==> config.mk <==
export PLATFORM = sky130hd
export DESIGN_NAME = note_compositor
export DESIGN_NICKNAME = d
export VERILOG_FILES = /design/src/rtl/vga_pkg.sv /design/src/rtl/lane_flash_ctr.sv /design/src/rtl/note_compositor.sv
export SDC_FILE = /design/constraint.sdc
export NUM_CORES = 1
export LEC_CHECK = 0
export ABC_CLOCK_PERIOD_IN_PS = 5000
export CAP_MARGIN = 20
export CORE_ASPECT_RATIO = 1.1
export CORE_MARGIN = 5
export CORE_UTILIZATION = 30
export DETAILED_ROUTE_END_ITERATION = 12
export GPL_TIMING_DRIVEN = 0
export PLACE_DENSITY = 0.64
export SETUP_SLACK_MARGIN = 0.2
export SYNTH_ARGS = -nofsm -noshare
export SYNTH_HDL_FRONTEND = slang
export SYNTH_SLANG_ARGS = --single-unit
==> constraint.sdc <==
create_clock -name CLOCK_25 -period 5 [get_ports CLOCK_25]
set_clock_uncertainty 0.2 [all_clocks]
set_input_delay 0.75 -clock CLOCK_25 [delete_from_list [all_inputs] [get_ports CLOCK_25]]
set_output_delay 0.75 -clock CLOCK_25 [all_outputs]
set_load 0.02 [all_outputs]
==> src/rtl/vga_pkg.sv <==
// vga_pkg -- shared VGA timing constants, colour type and colour helpers for
// the note compositor.
//
// Contents:
//   H_ACTIVE / V_ACTIVE     visible raster size (640 x 480)
//   rgb_t                   24-bit packed colour {r, g, b}
//   COL_*                   lane colours, separator grey, background grey,
//                           black, white
//   lane_colour()           lane index (mod 4) -> lane colour
//   blend_half()            per-channel 50% blend (a>>1)+(b>>1)
package vga_pkg;

    localparam logic [9:0] H_ACTIVE = 10'd640;
    localparam logic [9:0] V_ACTIVE = 10'd480;

    typedef struct packed {
        logic [7:0] r;
        logic [7:0] g;
        logic [7:0] b;
    } rgb_t;

    localparam rgb_t COL_GREEN  = {8'd0,   8'd255, 8'd0};
    localparam rgb_t COL_RED    = {8'd255, 8'd0,   8'd0};
    localparam rgb_t COL_YELLOW = {8'd255, 8'd255, 8'd0};
    localparam rgb_t COL_BLUE   = {8'd0,   8'd0,   8'd255};
    localparam rgb_t COL_WHITE  = {8'd255, 8'd255, 8'd255};
    localparam rgb_t COL_SEP    = {8'd64,  8'd64,  8'd64};
    localparam rgb_t COL_BG     = {8'd16,  8'd16,  8'd16};
    localparam rgb_t COL_BLACK  = {8'd0,   8'd0,   8'd0};

    // Lane colours repeat every four lanes, so only the low two bits matter.
    function automatic rgb_t lane_colour(input logic [1:0] sel);
        rgb_t c;
        case (sel)
            2'd0:    c = COL_GREEN;
            2'd1:    c = COL_RED;
            2'd2:    c = COL_YELLOW;
            2'd3:    c = COL_BLUE;
            default: c = COL_BLACK;
        endcase
        return c;
    endfunction

    // Halving both operands first keeps the sum inside 8 bits (max 254).
    function automatic rgb_t blend_half(input rgb_t a, input rgb_t b);
        rgb_t c;
        c.r = {1'b0, a.r[7:1]} + {1'b0, b.r[7:1]};
        c.g = {1'b0, a.g[7:1]} + {1'b0, b.g[7:1]};
        c.b = {1'b0, a.b[7:1]} + {1'b0, b.b[7:1]};
        return c;
    endfunction

endpackage

==> src/rtl/lane_flash_ctr.sv <==
// lane_flash_ctr -- one lane's hit-flash timer, counted in frames.
//
// Ports:
//   clk_i    pixel clock
//   rst_i    asynchronous active-high reset (counter -> 0)
//   load_i   hit strobe: reload the counter with FLASH_FRAMES (wins over dec_i)
//   dec_i    frame tick: decrement, saturating at 0
//   flash_o  high while the counter is non-zero
module lane_flash_ctr #(
    parameter int FLASH_FRAMES = 8,
    parameter int CW           = 4
) (
    input  logic clk_i,
    input  logic rst_i,
    input  logic load_i,
    input  logic dec_i,
    output logic flash_o
);

    localparam logic [CW-1:0] LOAD_VAL = CW'(FLASH_FRAMES);
    localparam logic [CW-1:0] ZERO     = {CW{1'b0}};
    localparam logic [CW-1:0] ONE      = {{(CW-1){1'b0}}, 1'b1};

    logic [CW-1:0] count_q;
    logic [CW-1:0] count_d;

    // Next count: a hit reload has priority over the frame decrement.
    always_comb begin
        count_d = count_q;
        if (load_i) begin
            count_d = LOAD_VAL;
        end else if (dec_i && (count_q != ZERO)) begin
            count_d = count_q - ONE;
        end else begin
            count_d = count_q;
        end
    end

    // Counter register.
    always_ff @(posedge clk_i or posedge rst_i) begin
        if (rst_i) begin
            count_q <= ZERO;
        end else begin
            count_q <= count_d;
        end
    end

    assign flash_o = (count_q != ZERO);

endmodule

==> src/rtl/note_compositor.sv <==
// note_compositor -- pixel colour stage between the lane pattern generators
// and the VGA controller.
//
// Ports:
//   CLOCK_25     pixel clock
//   reset        asynchronous active-high reset
//   next_x/y     pixel requested by the VGA controller (10 bits each)
//   note_valid   per-lane "note visible" flags
//   note_y       per-lane note top in units of 2 rows, lane i at [8i+7:8i]
//   hit_pulse    per-lane one-cycle hit strobe
//   R_out/G_out/B_out  registered pixel colour, 2 cycles after the request
//   frame_start  one-cycle pulse, the frame tick delayed by one cycle
//
// The frame tick is the request of pixel (0,480), the first blanking line.
// Note state is copied into shadow registers on that tick, so a frame is
// always drawn from a single consistent snapshot.
//
// Build option: define NOTE_BLEND_EN to draw notes as 50% blends over the
// separator/background colour instead of opaque.
module note_compositor
    import vga_pkg::*;
#(
    parameter int N_LANES      = 4,
    parameter int LANE_X0      = 160,
    parameter int LANE_W       = 80,
    parameter int NOTE_H       = 16,
    parameter int HIT_Y        = 440,
    parameter int FLASH_FRAMES = 8
) (
    input  logic                   CLOCK_25,
    input  logic                   reset,
    input  logic [9:0]             next_x,
    input  logic [9:0]             next_y,
    input  logic [N_LANES-1:0]     note_valid,
    input  logic [8*N_LANES-1:0]   note_y,
    input  logic [N_LANES-1:0]     hit_pulse,
    output logic [7:0]             R_out,
    output logic [7:0]             G_out,
    output logic [7:0]             B_out,
    output logic                   frame_start
);

    localparam int LW = (N_LANES > 1) ? $clog2(N_LANES) : 1;
    localparam int CW = $clog2(FLASH_FRAMES + 1);

    localparam logic [9:0] X_START = 10'(LANE_X0);
    localparam logic [9:0] X_END   = 10'(LANE_X0 + N_LANES * LANE_W);
    localparam logic [9:0] HIT_Y0  = 10'(HIT_Y);
    localparam logic [9:0] HIT_Y1  = 10'(HIT_Y + 1);
    localparam logic [9:0] NOTE_HV = 10'(NOTE_H);

    // ---------------------------------------------------------------- tick
    logic tick_s;
    logic frame_start_q;
    logic [N_LANES-1:0]   shadow_valid_q;
    logic [8*N_LANES-1:0] shadow_y_q;

    assign tick_s = (next_x == 10'd0) && (next_y == V_ACTIVE);

    // Frame pulse and once-per-frame note snapshot.
    always_ff @(posedge CLOCK_25 or posedge reset) begin
        if (reset) begin
            frame_start_q  <= 1'b0;
            shadow_valid_q <= {N_LANES{1'b0}};
            shadow_y_q     <= {(8*N_LANES){1'b0}};
        end else begin
            frame_start_q <= tick_s;
            if (tick_s) begin
                shadow_valid_q <= note_valid;
                shadow_y_q     <= note_y;
            end
        end
    end

    assign frame_start = frame_start_q;

    // ---------------------------------------------------------- hit flash
    logic [N_LANES-1:0] flash_s;

    for (genvar i = 0; i < N_LANES; i++) begin : g_flash
        lane_flash_ctr #(
            .FLASH_FRAMES (FLASH_FRAMES),
            .CW           (CW)
        ) u_flash (
            .clk_i   (CLOCK_25),
            .rst_i   (reset),
            .load_i  (hit_pulse[i]),
            .dec_i   (tick_s),
            .flash_o (flash_s[i])
        );
    end

    // ------------------------------------------------------------ stage 1
    logic          active_d,  active_q;
    logic          in_lane_d, in_lane_q;
    logic          sep_d,     sep_q;
    logic [LW-1:0] lane_d,    lane_q;
    logic [9:0]    y_q;

    // Column decode: lane index by a compare chain against each lane's left
    // edge; the separator flag also covers the right edge of the last lane.
    always_comb begin
        active_d  = (next_x < H_ACTIVE) && (next_y < V_ACTIVE);
        in_lane_d = (next_x >= X_START) && (next_x < X_END);
        lane_d    = {LW{1'b0}};
        sep_d     = 1'b0;
        for (int k = 1; k < N_LANES; k++) begin
            lane_d = (next_x >= 10'(LANE_X0 + k * LANE_W)) ? LW'(k) : lane_d;
        end
        for (int k = 0; k <= N_LANES; k++) begin
            sep_d = sep_d | (next_x == 10'(LANE_X0 + k * LANE_W));
        end
    end

    // Stage 1 pipeline registers.
    always_ff @(posedge CLOCK_25 or posedge reset) begin
        if (reset) begin
            active_q  <= 1'b0;
            in_lane_q <= 1'b0;
            sep_q     <= 1'b0;
            lane_q    <= {LW{1'b0}};
            y_q       <= 10'd0;
        end else begin
            active_q  <= active_d;
            in_lane_q <= in_lane_d;
            sep_q     <= sep_d;
            lane_q    <= lane_d;
            y_q       <= next_y;
        end
    end

    // ------------------------------------------------------------ stage 2
    logic [LW+1:0] lane_ext_s;
    logic [9:0]    note_top_s;
    logic [9:0]    note_end_s;
    logic          note_s;
    logic          hit_row_s;
    rgb_t          lane_col_s;
    rgb_t          under_s;
    rgb_t          note_col_s;
    rgb_t          pix_d;
    rgb_t          pix_q;

    assign lane_ext_s = {2'b00, lane_q};
    assign lane_col_s = lane_colour(lane_ext_s[1:0]);

    // Note rows are 2*note_y .. 2*note_y+NOTE_H-1; 10-bit maths cannot wrap
    // (max 510+16), and rows past 479 are dropped by the active check.
    assign note_top_s = {1'b0, shadow_y_q[{lane_q, 3'b000} +: 8], 1'b0};
    assign note_end_s = note_top_s + NOTE_HV;
    assign note_s     = in_lane_q && shadow_valid_q[lane_q] &&
                        (y_q >= note_top_s) && (y_q < note_end_s);
    assign hit_row_s  = (y_q == HIT_Y0) || (y_q == HIT_Y1);

    // Colour underneath a note: separator grey, lane background or black.
    always_comb begin
        under_s = COL_BLACK;
        if (sep_q) begin
            under_s = COL_SEP;
        end else if (in_lane_q) begin
            under_s = COL_BG;
        end else begin
            under_s = COL_BLACK;
        end
    end

    // Note pixel colour: opaque lane colour, or a half blend with the
    // underlying colour when blending is built in.
    always_comb begin
`ifdef NOTE_BLEND_EN
        note_col_s = blend_half(lane_col_s, under_s);
`else
        note_col_s = lane_col_s;
`endif
    end

    // Colour priority: blanking, hit line, note, separator/background.
    always_comb begin
        pix_d = COL_BLACK;
        if (!active_q) begin
            pix_d = COL_BLACK;
        end else if (hit_row_s && in_lane_q) begin
            if (flash_s[lane_q]) begin
                pix_d = lane_col_s;
            end else begin
                pix_d = COL_WHITE;
            end
        end else if (note_s) begin
            pix_d = note_col_s;
        end else begin
            pix_d = under_s;
        end
    end

    // Registered colour output.
    always_ff @(posedge CLOCK_25 or posedge reset) begin
        if (reset) begin
            pix_q <= COL_BLACK;
        end else begin
            pix_q <= pix_d;
        end
    end

    assign R_out = pix_q.r;
    assign G_out = pix_q.g;
    assign B_out = pix_q.b;

endmodule

==> impl_metrics.py, run 1 <==
metrics = {
    "critical_path": {
        "start_kind": "flip-flop",
        "critPathArrivalTime_ps": 3890,
        "reg2reg_slack_ps": 1110,
        "crit_path_top_delay_cell": "clkbuf_1",
        "path_class": "flip-flop to flip-flop",
        "path_max_fanout": 10,
        "max_stage_delay_ps": 560,
        "required_ps": 5000,
        "path_cells": "clkbuf_1, mux4_2, inv_1, nor3_1, xnor2_1, ha_1, a211o_1, a21oi_1, o21ai_0, a221oi_1, or2_1, clkbuf_2, a21boi_0",
        "path_buf_inv": 3,
        "critical-path-top-delay-family": "compound AO/OA/AOI/OAI gates",
        "end_kind": "flip-flop",
    },
    "final_layout": {
        "syn2layout_area_growth_pct": 33.27,
        "drive_gt1_share_pct": 21.41,
        "nets": 522,
        "num_antenna_cells": 0,
        "multiInputGateArea_um2": 1803,
        "fin_area_um2": 5338,
        "regArea_um2": 1927,
        "n_fill_cell": 1248,
    },
    "global_routing": {
        "grt_use_total_pct": 11.66,
        "grt_pass1_vias": 2909,
        "antenna_found_initial": 0,
        "grt_use_met3_pct": 3.095,
        "use_met1_pct": 14.84,
        "grt_max_degree": 45,
        "grt_pass1_wl_mm": 14.66,
        "gr-total-overflow": 0,
        "grt.busiest_layer": "met2",
        "grt_use_met2_pct": 19.18,
    },
    "worst_hold_path": {
        "hold_path_class": "flip-flop to flip-flop",
    },
    "timing": {
        "tns_ps": 0,
        "post-route-period-util_pct": 77.89,
        "slew_viol_final": 0,
        "fmax_ghz": 0.2568,
        "rsz0062_at_grt": "no",
        "slew_headroom_pct": 53.56,
        "fin_crit_ps": 3895,
        "hold_viol": 0,
        "holdWs_ps": 302.2,
        "setup_viol": 0,
        "tightest_slew_ps": 696.6,
    },
    "cts": {
        "htree_num_levels": 3,
        "ctsResizeCount": 0,
        "clk_latency_ps": 330,
        "cts_root_buf": "clkbuf_16",
        "post_cts_buffers": 0,
        "cts_sinks": 77,
        "numCtsBuffers": 9,
        "cts_tree": "yes",
        "clock_path_buffers": 2,
        "cts_hold_buf": 0,
        "clkTransAtPathRegs_ps": 60,
    },
    "die": {
        "die_w_um": 120.2,
        "start_util_pct": 30.44,
        "core_um2": 13160,
        "fp.dieH_um": 131.2,
        "placementRows": 44,
        "io_pins": 87,
        "dieArea_um2": 15760,
    },
    "routing": {
        "drc": 0,
        "avgViaCountPerCell": 4.780,
        "wirelength_mm": 8.923,
        "routedWlPerCell_um": 14.87,
        "drtIter0Drc": 129,
        "drt_first_pass_iters": 4,
        "ant_nets": 0,
        "route.vias.total": 2868,
    },
    "power_and_ir_drop": {
        "cellPowerDensity_nw_per_um2": 254.5,
        "ir_worst_vdd_mv": 0.1739,
        "totalPowerFinal_mw": 1.358,
        "p_leak_nw": 2.346,
    },
    "logic_synthesis": {
        "postSynthCellCount": 340,
        "synth_top_area_share_pct": 48.11,
        "ys_seq_area_share_pct": 48.11,
        "yosys-top-cells-area": "dfrtp_1, mux2_2, ha_1",
        "synth-seq-cells": 77,
        "synth_warnings": 0,
        "netlist_area_um2": 4005,
        "yosys.cell_types.count": 47,
        "yosys.area.top_type": "dfrtp_1",
        "synth_nets": 428,
        "avgSynthCellArea_um2": 11.78,
    },
    "outcome": {
        "run_status": "finished, final reports clean",
    },
    "place": {
        "dpl.hpwl_mm": 6.884,
        "place_area_um2": 5057,
        "gp_congestion": 0.8457,
        "io_buffers": 82,
    },
    "flow_run": {
        "drv_cap": 0,
    },
}
kinds of logic (layout without fill, tap and decap cells):
logic type | Yosys count | after routing | share of synthesized area, %
AOI/OAI and AO/OA | 46 | 46 | 8.248
xor gates and xnor gates | 12 | 12 | 2.624
adders and majority gates | 26 | 26 | 8.122
buffers and inverters | 52 | 151 | 6.873
DFF | 77 | 77 | 48.11
muxes | 46 | 46 | 15.75
and+or+nand+nor | 81 | 81 | 10.28
worst register-to-register path, cell delays in order, from the launching register on:
cell      delay, ps
dfrtp_1         410
clkbuf_1        560
mux4_2          390
inv_1            80
nor3_1          290
xnor2_1         160
ha_1            260
a211o_1         260
a21oi_1         120
o21ai_0         130
a221oi_1        460
or2_1           160
clkbuf_2        160
a21boi_0        110
through the flow:
stage,setup slack (ps),std cells,utilization [%]
after floorplan,1828,340,-
after global placement,904.3,583,38.21
after detailed placement,1049,584,38.44
after CTS,1049,600,40.57
after global routing,819.8,600,40.57
final,1105,600,40.57
power breakdown:
part           internal [mW]  leakage, nW  switching [mW]
combinational         0.0649         1.19          0.0523
sequential             0.631         1.02         0.00608
clock                  0.362        0.132           0.242
registers in the layout (all words and copies together), names as in the netlist, 2 cells and up:
signal                   cells
G_out                        3
y_q                         10
lane_q                       2
g_flash.u_flash.count_q     16
R_out                        3
shadow_y_q                  32
shadow_valid_q               4
B_out                        3
synthesized netlist by cell type, drive strengths merged:
master and n:
o21ai 7, o211ai 1, nor4 2, a311o 2
a41o 1, mux2 36, a32o 1, a211o 4
inv 25, dfrtp 77, nand3 9, a32oi 1
a211oi 6, nor2 29, xnor2 7, a21oi 10
a2111oi 1, a21o 2, nor2b 1, clkbuf 6
mux4 10, and2 4, or2 2, or4 1
a22o 1, a21boi 5, nand2 12, a221oi 1
nand4 1, ha 26, or4b 1, o31a 1
buf 21, nand2b 2, nand4b 2, xor2 5
nor3 15, o31ai 1, o21a 1
layout by cell type, fill, tap and decap left out, drive strengths merged, types with 7 or more instances in the layout:
cell           count
mux2              36
xnor2              7
clkbuf            19
ha                26
nor2              29
nor3              15
dfrtp             77
nand3              9
inv               25
buf               22
o21ai              7
clkdlybuf4s50     82
a21oi             10
mux4              10
nand2             12
per-layer routing:
| metal | vias to the layer above | routed length, um |
|---|---|---|
| met5 | - | 0 |
| met4 | 0 | 151 |
| met3 | 18 | 548 |
| met2 | 86 | 4361 |
| met1 | 1392 | 3863 |
| li1 | 1372 | - |
layout make-up:
cell class              count  area share, %
clock inverters             3         0.3751
plain buffers              27          3.399
multi-input cells         211          33.78
well taps                 161          3.774
inverters                  25          1.805
repair buffers             83          15.89
flip-flops and latches     77          36.10
clock buffers              13          4.876
worst paths after layout:
check                                   from                 to  cells after the start
min                        shadow_valid_q[3]  shadow_valid_q[3]                      1
min in group asynchronous              reset           G_out[6]                      2
min reg2reg                shadow_valid_q[3]  shadow_valid_q[3]                      1
max reg2reg                        lane_q[1]           R_out[6]                     13
max in group asynchronous              reset      shadow_y_q[1]                      3
max                                lane_q[1]           R_out[6]                     13
No activity file was read; power rests on OpenSTA's default activity.
==> run 2, diff against run 1 <==
ABC_CLOCK_PERIOD_IN_PS = 3200   (was 5000)
PLACE_DENSITY = 0.66   (was 0.64)
clock period = 3.2 ns   (was 5 ns; I/O delays follow)
==> run 2 against run 1 <==
Effect of this change: the run now ends with negative setup slack left; largest power group unchanged; global-route usage increased by 0.24 points; final area increased by 3.1%; final cell count increased by 0.83%; via count decreased by 0.24%; first-iteration DRC count decreased by 51%; non-clock buffer count increased by 7; critical path type unchanged; combinational power increased by 71%; power increased by 55%; sequential share of layout area decreased by 1.1 points; critical path depth increased by 1; worst hold slack got worse by 2.1 ps; utilization increased by 1.3 points.
==> impl_metrics.py, run 2 (synthesis gave the netlist of run 1 again) <==
metrics = {
    "outcome": {
        "run_status": "finished with violations",
        "violations": "negative setup slack",
    },
    "die": {
        "core_um2": 13160,
        "dieArea_um2": 15760,
        "fp.dieH_um": 131.2,
        "io_pins": 87,
        "die_w_um": 120.2,
        "start_util_pct": 30.44,
        "placementRows": 44,
    },
    "critical_path": {
        "path_max_fanout": 6,
        "r2r_start": "lane_q[0]",
        "path_class": "flip-flop to flip-flop",
        "reg2reg_slack_ps": -60,
        "end_kind": "flip-flop",
        "required_ps": 3250,
        "path_buf_inv": 4,
        "max_stage_delay_ps": 570,
        "crit_path_top_delay_cell": "mux4_2",
        "reg2reg_to": "B_out[5]",
        "critPathArrivalTime_ps": 3310,
        "r2r_cells": 14,
        "critical-path-top-delay-family": "compound AO/OA/AOI/OAI gates",
        "start_kind": "flip-flop",
        "path_cells": "buf_12, mux4_2, inv_2, nor3_4, xnor2_1, ha_1, a211o_1, a21oi_2, o21ai_2, a221oi_4, buf_4, buf_4, o21ai_2, nor2_1",
    },
    "global_routing": {
        "grt_use_total_pct": 11.90,
        "grt_max_degree": 49,
        "grt_pass1_wl_mm": 15.11,
        "gr-total-overflow": 0,
        "antenna_found_initial": 0,
        "grt_pass1_vias": 3076,
    },
    "timing": {
        "rsz0062_at_grt": "yes",
        "fin_crit_ps": 3259,
        "post-route-period-util_pct": 101.8,
        "fin_ws_ps": -58.62,
        "tightest_slew_ps": 570.8,
        "fmax_ghz": 0.3069,
        "slew_headroom_pct": 61.66,
        "setup_viol": 9,
        "hold_viol": 0,
        "slew_viol_final": 0,
        "tns_ps": -351.2,
    },
    "cts": {
        "cts_sinks": 77,
        "cts_root_buf": "clkbuf_16",
        "cts_hold_buf": 0,
        "cts_tree": "yes",
        "htree_num_levels": 3,
        "clock_path_buffers": 2,
        "clk_latency_ps": 320,
        "numCtsBuffers": 9,
        "clkTransAtPathRegs_ps": 50,
    },
    "routing": {
        "avgViaCountPerCell": 4.729,
        "routedWlPerCell_um": 15.18,
        "drtIter0Drc": 63,
        "drc": 0,
        "wirelength_mm": 9.182,
        "ant_nets": 0,
        "drt_first_pass_iters": 4,
        "route.vias.total": 2861,
    },
    "place": {
        "gp_congestion": 0.7743,
        "dp_cells": 584,
        "dpl.hpwl_mm": 6.976,
        "io_buffers": 82,
        "place_ws_ps": -166.2,
    },
    "final_layout": {
        "num_antenna_cells": 0,
        "drive_gt1_share_pct": 26.13,
        "stdcell_count": 605,
        "final_cell_mix": "clkdlybuf4s50_1, dfrtp_1, mux2_2",
        "regMostFlops": "shadow_y_q",
        "final_common_cell": "clkdlybuf4s50_1",
        "syn2layout_area_growth_pct": 37.43,
        "largest_register_ffs": 32,
        "nets": 529,
        "reg_top3": "shadow_y_q x32, g_flash.u_flash.count_q x16, y_q x10",
    },
    "worst_hold_path": {
        "whs_path_depth": 1,
        "hold_end": "shadow_valid_q[3]",
        "hold_path_class": "flip-flop to flip-flop",
        "hp-start": "shadow_valid_q[3]",
    },
    "power_and_ir_drop": {
        "totalPowerFinal_mw": 2.106,
        "p_leak_nw": 2.419,
        "cellPowerDensity_nw_per_um2": 382.6,
        "ir_worst_vdd_mv": 0.2358,
        "p_seq_share_pct": 47.4,
        "p_comb_share_pct": 9.5,
        "clkPwrFrac_pct": 43.1,
        "p_sw_share_pct": 21.43,
        "power.net_switching_mw": 0.4512,
        "p_int_mw": 1.655,
    },
    "flow_run": {
        "drv_cap": 0,
    },
}
-- run 2: metal layers --
metal,GRT usage [%],share of wire (%),vias up
li1,-,-,1385
met1,14.63,42,1381
met2,20.24,51,80
met3,2.923,5.6,15
met4,4.265,1.9,0
met5,0,0,-
-- run 2: cell type report --
| cell class | instances | area, um^2 |
|---|---|---|
| Inverter | 25 | 96.34 |
| Buffer | 27 | 202.7 |
| Timing Repair Buffer | 90 | 913.4 |
| Multi-Input combinational cell | 211 | 1897 |
| Clock inverter | 2 | 10.01 |
| Fill cell | 1243 | 7654 |
| Tap cell | 161 | 201.4 |
| Sequential cell | 77 | 1927 |
| Clock buffer | 12 | 256.5 |
-- run 2: how the worst max path moves through the flow --
stage,start,endpoint,slack [ps],cells past startpoint
after CTS,lane_q[0],G_out[6],-7,13
after global routing,lane_q[0],B_out[5],-190,14
after floorplan,lane_q[0],G_out[6],200,13
final,lane_q[0],B_out[5],-60,14
after detailed placement,lane_q[1],B_out[6],-170,13
after global placement,reset,lane_q[0],-610,2
-- run 2: what timing repair did --
action                                  CTS  global route
cloned                                    0             0
endpoints found under the setup margin    9             9
setup buffers                             4             3
gates resized for setup                  10            15
pin swaps                                 3             7
-- run 2: power groups by stage --
stage / Sequential, mW / Combinational [mW] / Clock, mW
2_1_floorplan: 1.01 / 0.0771 / 0
3_3_place_gp: 1.01 / 0.177 / 0
3_5_place_dp: 1.01 / 0.186 / 0
4_1_cts: 0.997 / 0.195 / 0.935
5_1_grt: 0.999 / 0.223 / 0.973
6_report: 0.998 / 0.200 / 0.908
-- run 2: worst register-to-register path: stages (launching register included) --
cell      delay (ps)
dfrtp_1          390
buf_12           150
mux4_2           570
inv_2            120
nor3_4            60
xnor2_1          120
ha_1             310
a211o_1          280
a21oi_2          130
o21ai_2           90
a221oi_4         310
buf_4            170
buf_4            110
o21ai_2           60
nor2_1           110
-- run 2: metrics by stage --
step	util [%]	cell area (um^2)	hold slack [ps]
global route	41.83	5504	319.5
global placement	38.28	5037	285.4
detailed placement	38.51	5067	294.0
floorplan	-	4015	275.1
finish	41.83	5504	300.1
CTS	41.15	5414	306.0
==> run 3, diff against run 2 <==
ABC_AREA = 1   (was not set)
ABC_CLOCK_PERIOD_IN_PS = 2800   (was 3200)
PLACE_DENSITY = 0.65   (was 0.66)
clock period = 2.8 ns   (was 3.2 ns; I/O delays follow)
==> run 3 against run 2 <==
Effect of this change: the run still ends with negative setup slack left; die area is 8.4% higher; utilization is 0.12 points higher; critical path depth is 5 higher; final cell count is 45% higher; combinational power is 130% higher; global-route usage is 1.6 points higher; final area is 9.7% higher; sequential cell count stayed put; critical path type unchanged; highest routed layer unchanged.
==> impl_metrics.py, run 3 <==
metrics = {
    "logic_synthesis": {
        "netlist_area_um2": 4369,
        "ys_seq_area_share_pct": 44.10,
        "yosys-top-cells-area": "dfrtp_1, nand2_1, ha_1",
        "synthMostInstantiatedCell": "nand2_1",
        "synth_edf_count": 0,
        "synth_top_area_share_pct": 44.10,
        "synth_warnings": 0,
        "synth-seq-cells": 77,
        "synth_nets": 658,
        "yosys.area.top_type": "dfrtp_1",
        "yosys.cell_types.count": 32,
        "synth_commonest_cells": "nand2_1, dfrtp_1, inv_1, nor2_1, nand3_1",
        "postSynthCellCount": 570,
        "avgSynthCellArea_um2": 7.665,
        "synthArstFlopShare_pct": 100.0,
        "synthFlopType": "dfrtp_1",
    },
    "place": {
        "gp_congestion": 0.8756,
        "dpl.hpwl_mm": 8.448,
        "place_ws_ps": -446.7,
        "io_buffers": 86,
        "place_area_um2": 5543,
    },
    "critical_path": {
        "critPathArrivalTime_ps": 2930,
        "cpMostUsedCell": "nand2_1",
        "required_ps": 2870,
        "r2r_cells": 19,
        "end_kind": "flip-flop",
        "path_max_fanout": 6,
        "start_kind": "flip-flop",
        "crit_path_top_delay_cell": "dfrtp_1",
        "reg2reg_to": "B_out[4]",
        "path_cells": "buf_6, inv_8, nand2_2, a32oi_4, ha_4, inv_2, nor2_1, nand2_1, xnor2_1, ha_1, nand2_2, a21oi_2, nor2_1, nand2_1, nor2_4, nand4_1, nand2_1, nand2_2, nand2_1",
        "r2r_start": "lane_q[0]",
        "max_stage_delay_ps": 390,
        "reg2reg_slack_ps": -60,
        "path_class": "flip-flop to flip-flop",
    },
    "final_layout": {
        "num_antenna_cells": 0,
        "drive_gt1_share_pct": 13.03,
        "regMostFlops": "shadow_y_q",
        "reg_top3": "shadow_y_q x32, g_flash.u_flash.count_q x16, y_q x10",
        "final_common_cell": "nand2_1",
        "nets": 768,
        "largest_register_ffs": 32,
        "final_cell_mix": "nand2_1, clkdlybuf4s50_1, dfrtp_1",
        "fin_area_um2": 6036,
        "syn2layout_area_growth_pct": 38.14,
    },
    "routing": {
        "drtIter0Drc": 219,
        "routedWlPerCell_um": 12.69,
        "drt_first_pass_iters": 4,
        "ant_nets": 0,
        "drc": 0,
        "wirelength_mm": 11.10,
        "avgViaCountPerCell": 4.462,
        "route.vias.total": 3904,
    },
    "cts": {
        "clock_path_buffers": 2,
        "htree_num_levels": 3,
        "clkTransAtPathRegs_ps": 60,
        "numCtsBuffers": 9,
        "clk_latency_ps": 340,
        "cts_sinks": 77,
        "cts_hold_buf": 0,
        "cts_root_buf": "clkbuf_16",
        "cts_tree": "yes",
    },
    "timing": {
        "slew_viol_final": 0,
        "tns_ps": -266.3,
        "fmax_ghz": 0.3497,
        "tightest_slew_ps": 531.4,
        "fin_crit_ps": 2860,
        "post-route-period-util_pct": 102.1,
        "rsz0062_at_grt": "yes",
        "setup_viol": 8,
        "fin_ws_ps": -59.78,
        "hold_viol": 0,
        "slew_headroom_pct": 64.57,
    },
    "global_routing": {
        "gr-total-overflow": 0,
        "grt_pass1_wl_mm": 18.44,
        "grt_max_degree": 65,
        "antenna_found_initial": 0,
        "grt_pass1_vias": 3895,
        "grt_use_total_pct": 13.51,
    },
    "die": {
        "core_um2": 14390,
        "start_util_pct": 30.37,
        "io_pins": 87,
        "placementRows": 46,
        "fp.dieH_um": 136.6,
        "dieArea_um2": 17080,
        "die_w_um": 125.1,
    },
    "power_and_ir_drop": {
        "ir_worst_vdd_mv": 0.3184,
        "p_leak_nw": 3.053,
        "cellPowerDensity_nw_per_um2": 446.7,
        "totalPowerFinal_mw": 2.696,
    },
    "worst_hold_path": {
        "hold_path_class": "input port to async pin",
    },
    "outcome": {
        "violations": "negative setup slack",
        "run_status": "finished with violations",
    },
    "flow_run": {
        "drv_cap": 0,
    },
}
==> run 3: cell types whose count changed after synthesis, moves of 6 or more <==
cell	previous run	this run
nand3_1	9	40
xnor2_1	7	1
o21ai_0	7	15
mux4_2	10	0
nand2_1	12	207
inv_1	24	62
a211oi_1	6	0
mux2_2	36	0
nor2_1	29	43
a21oi_1	10	16
nand4_1	1	18
nor3_1	14	7
==> run 3: metal layers <==
metal	wire [um]	global-route usage [%]	vias up	part of all wire, %
met3	507	2.849	11	4.6
met5	0	0	-	0
met1	4989	16.67	1773	45
li1	-	-	2036	-
met4	173	5.060	0	1.6
met2	5434	23.40	84	49
==> run 3: critical path: cells and delay by family (launching register included) <==
family	cells	cell delay, ps
buffers and inverters	3	250
AO/OA/AOI/OAI	2	320
adder cells (fa/ha/maj)	2	440
XOR/XNOR	1	170
flip-flops	1	390
AND/OR/NAND/NOR	11	1020
==> run 3: how the worst max path moves through the flow <==
stage,startpoint,end,slack [ps],cells after the start
floorplan,lane_q[0],B_out[6],130,18
global placement,reset,frame_start,-1120,2
detailed placement,lane_q[1],B_out[6],-450,15
CTS,lane_q[0],B_out[4],-100,19
global route,lane_q[0],G_out[4],-290,18
finish,lane_q[0],B_out[4],-60,19
==> run 3: cell families (layout without fill, tap and decap cells) <==
kind of cell / Yosys count / after routing / share of synthesized area, %
AND/OR/NAND/NOR: 328 / 328 / 31.67
XOR/XNOR: 7 / 7 / 1.403
AO/OA/AOI/OAI: 41 / 41 / 5.527
adder cells (fa/ha/maj): 26 / 26 / 7.446
flip-flops: 77 / 77 / 44.10
buffers and inverters: 91 / 204 / 9.851
==> run 3: final cells by class <==
class / instances / area (um^2)
inverter: 63 / 249.0
clock buffer: 13 / 260.3
timing repair buffer: 99 / 978.4
clock inverter: 1 / 7.507
buffer: 28 / 224.0
sequential: 77 / 1928
fill: 1465 / 8353
multi-input combinational: 402 / 2148
tap: 192 / 240.2
==> run 3: through the flow <==
step | utilization (%) | hold WS, ps | std cells
final | 41.95 | 153.3 | 875
after global routing | 41.95 | 175.3 | 875
after CTS | 41.37 | 151.1 | 871
after detailed placement | 38.52 | 258.8 | 849
after global placement | 38.31 | 251.5 | 848
after floorplan | - | 234.5 | 570
==> run 3: power by group <==
group / leakage (nW) / internal (mW) / switching [mW]
combinational: 1.92 / 0.218 / 0.241
clock: 0.128 / 0.639 / 0.432
sequential: 1.00 / 1.14 / 0.0230
total: 3.05 / 2.00 / 0.697
==> run 3: timing repair <==
item                                    in CTS  in global routing
gates cloned                                 0                  0
endpoints found under the setup margin       9                  9
resized for setup                           22                 17
pin swaps                                   16                 16
buffers inserted                             8                  4
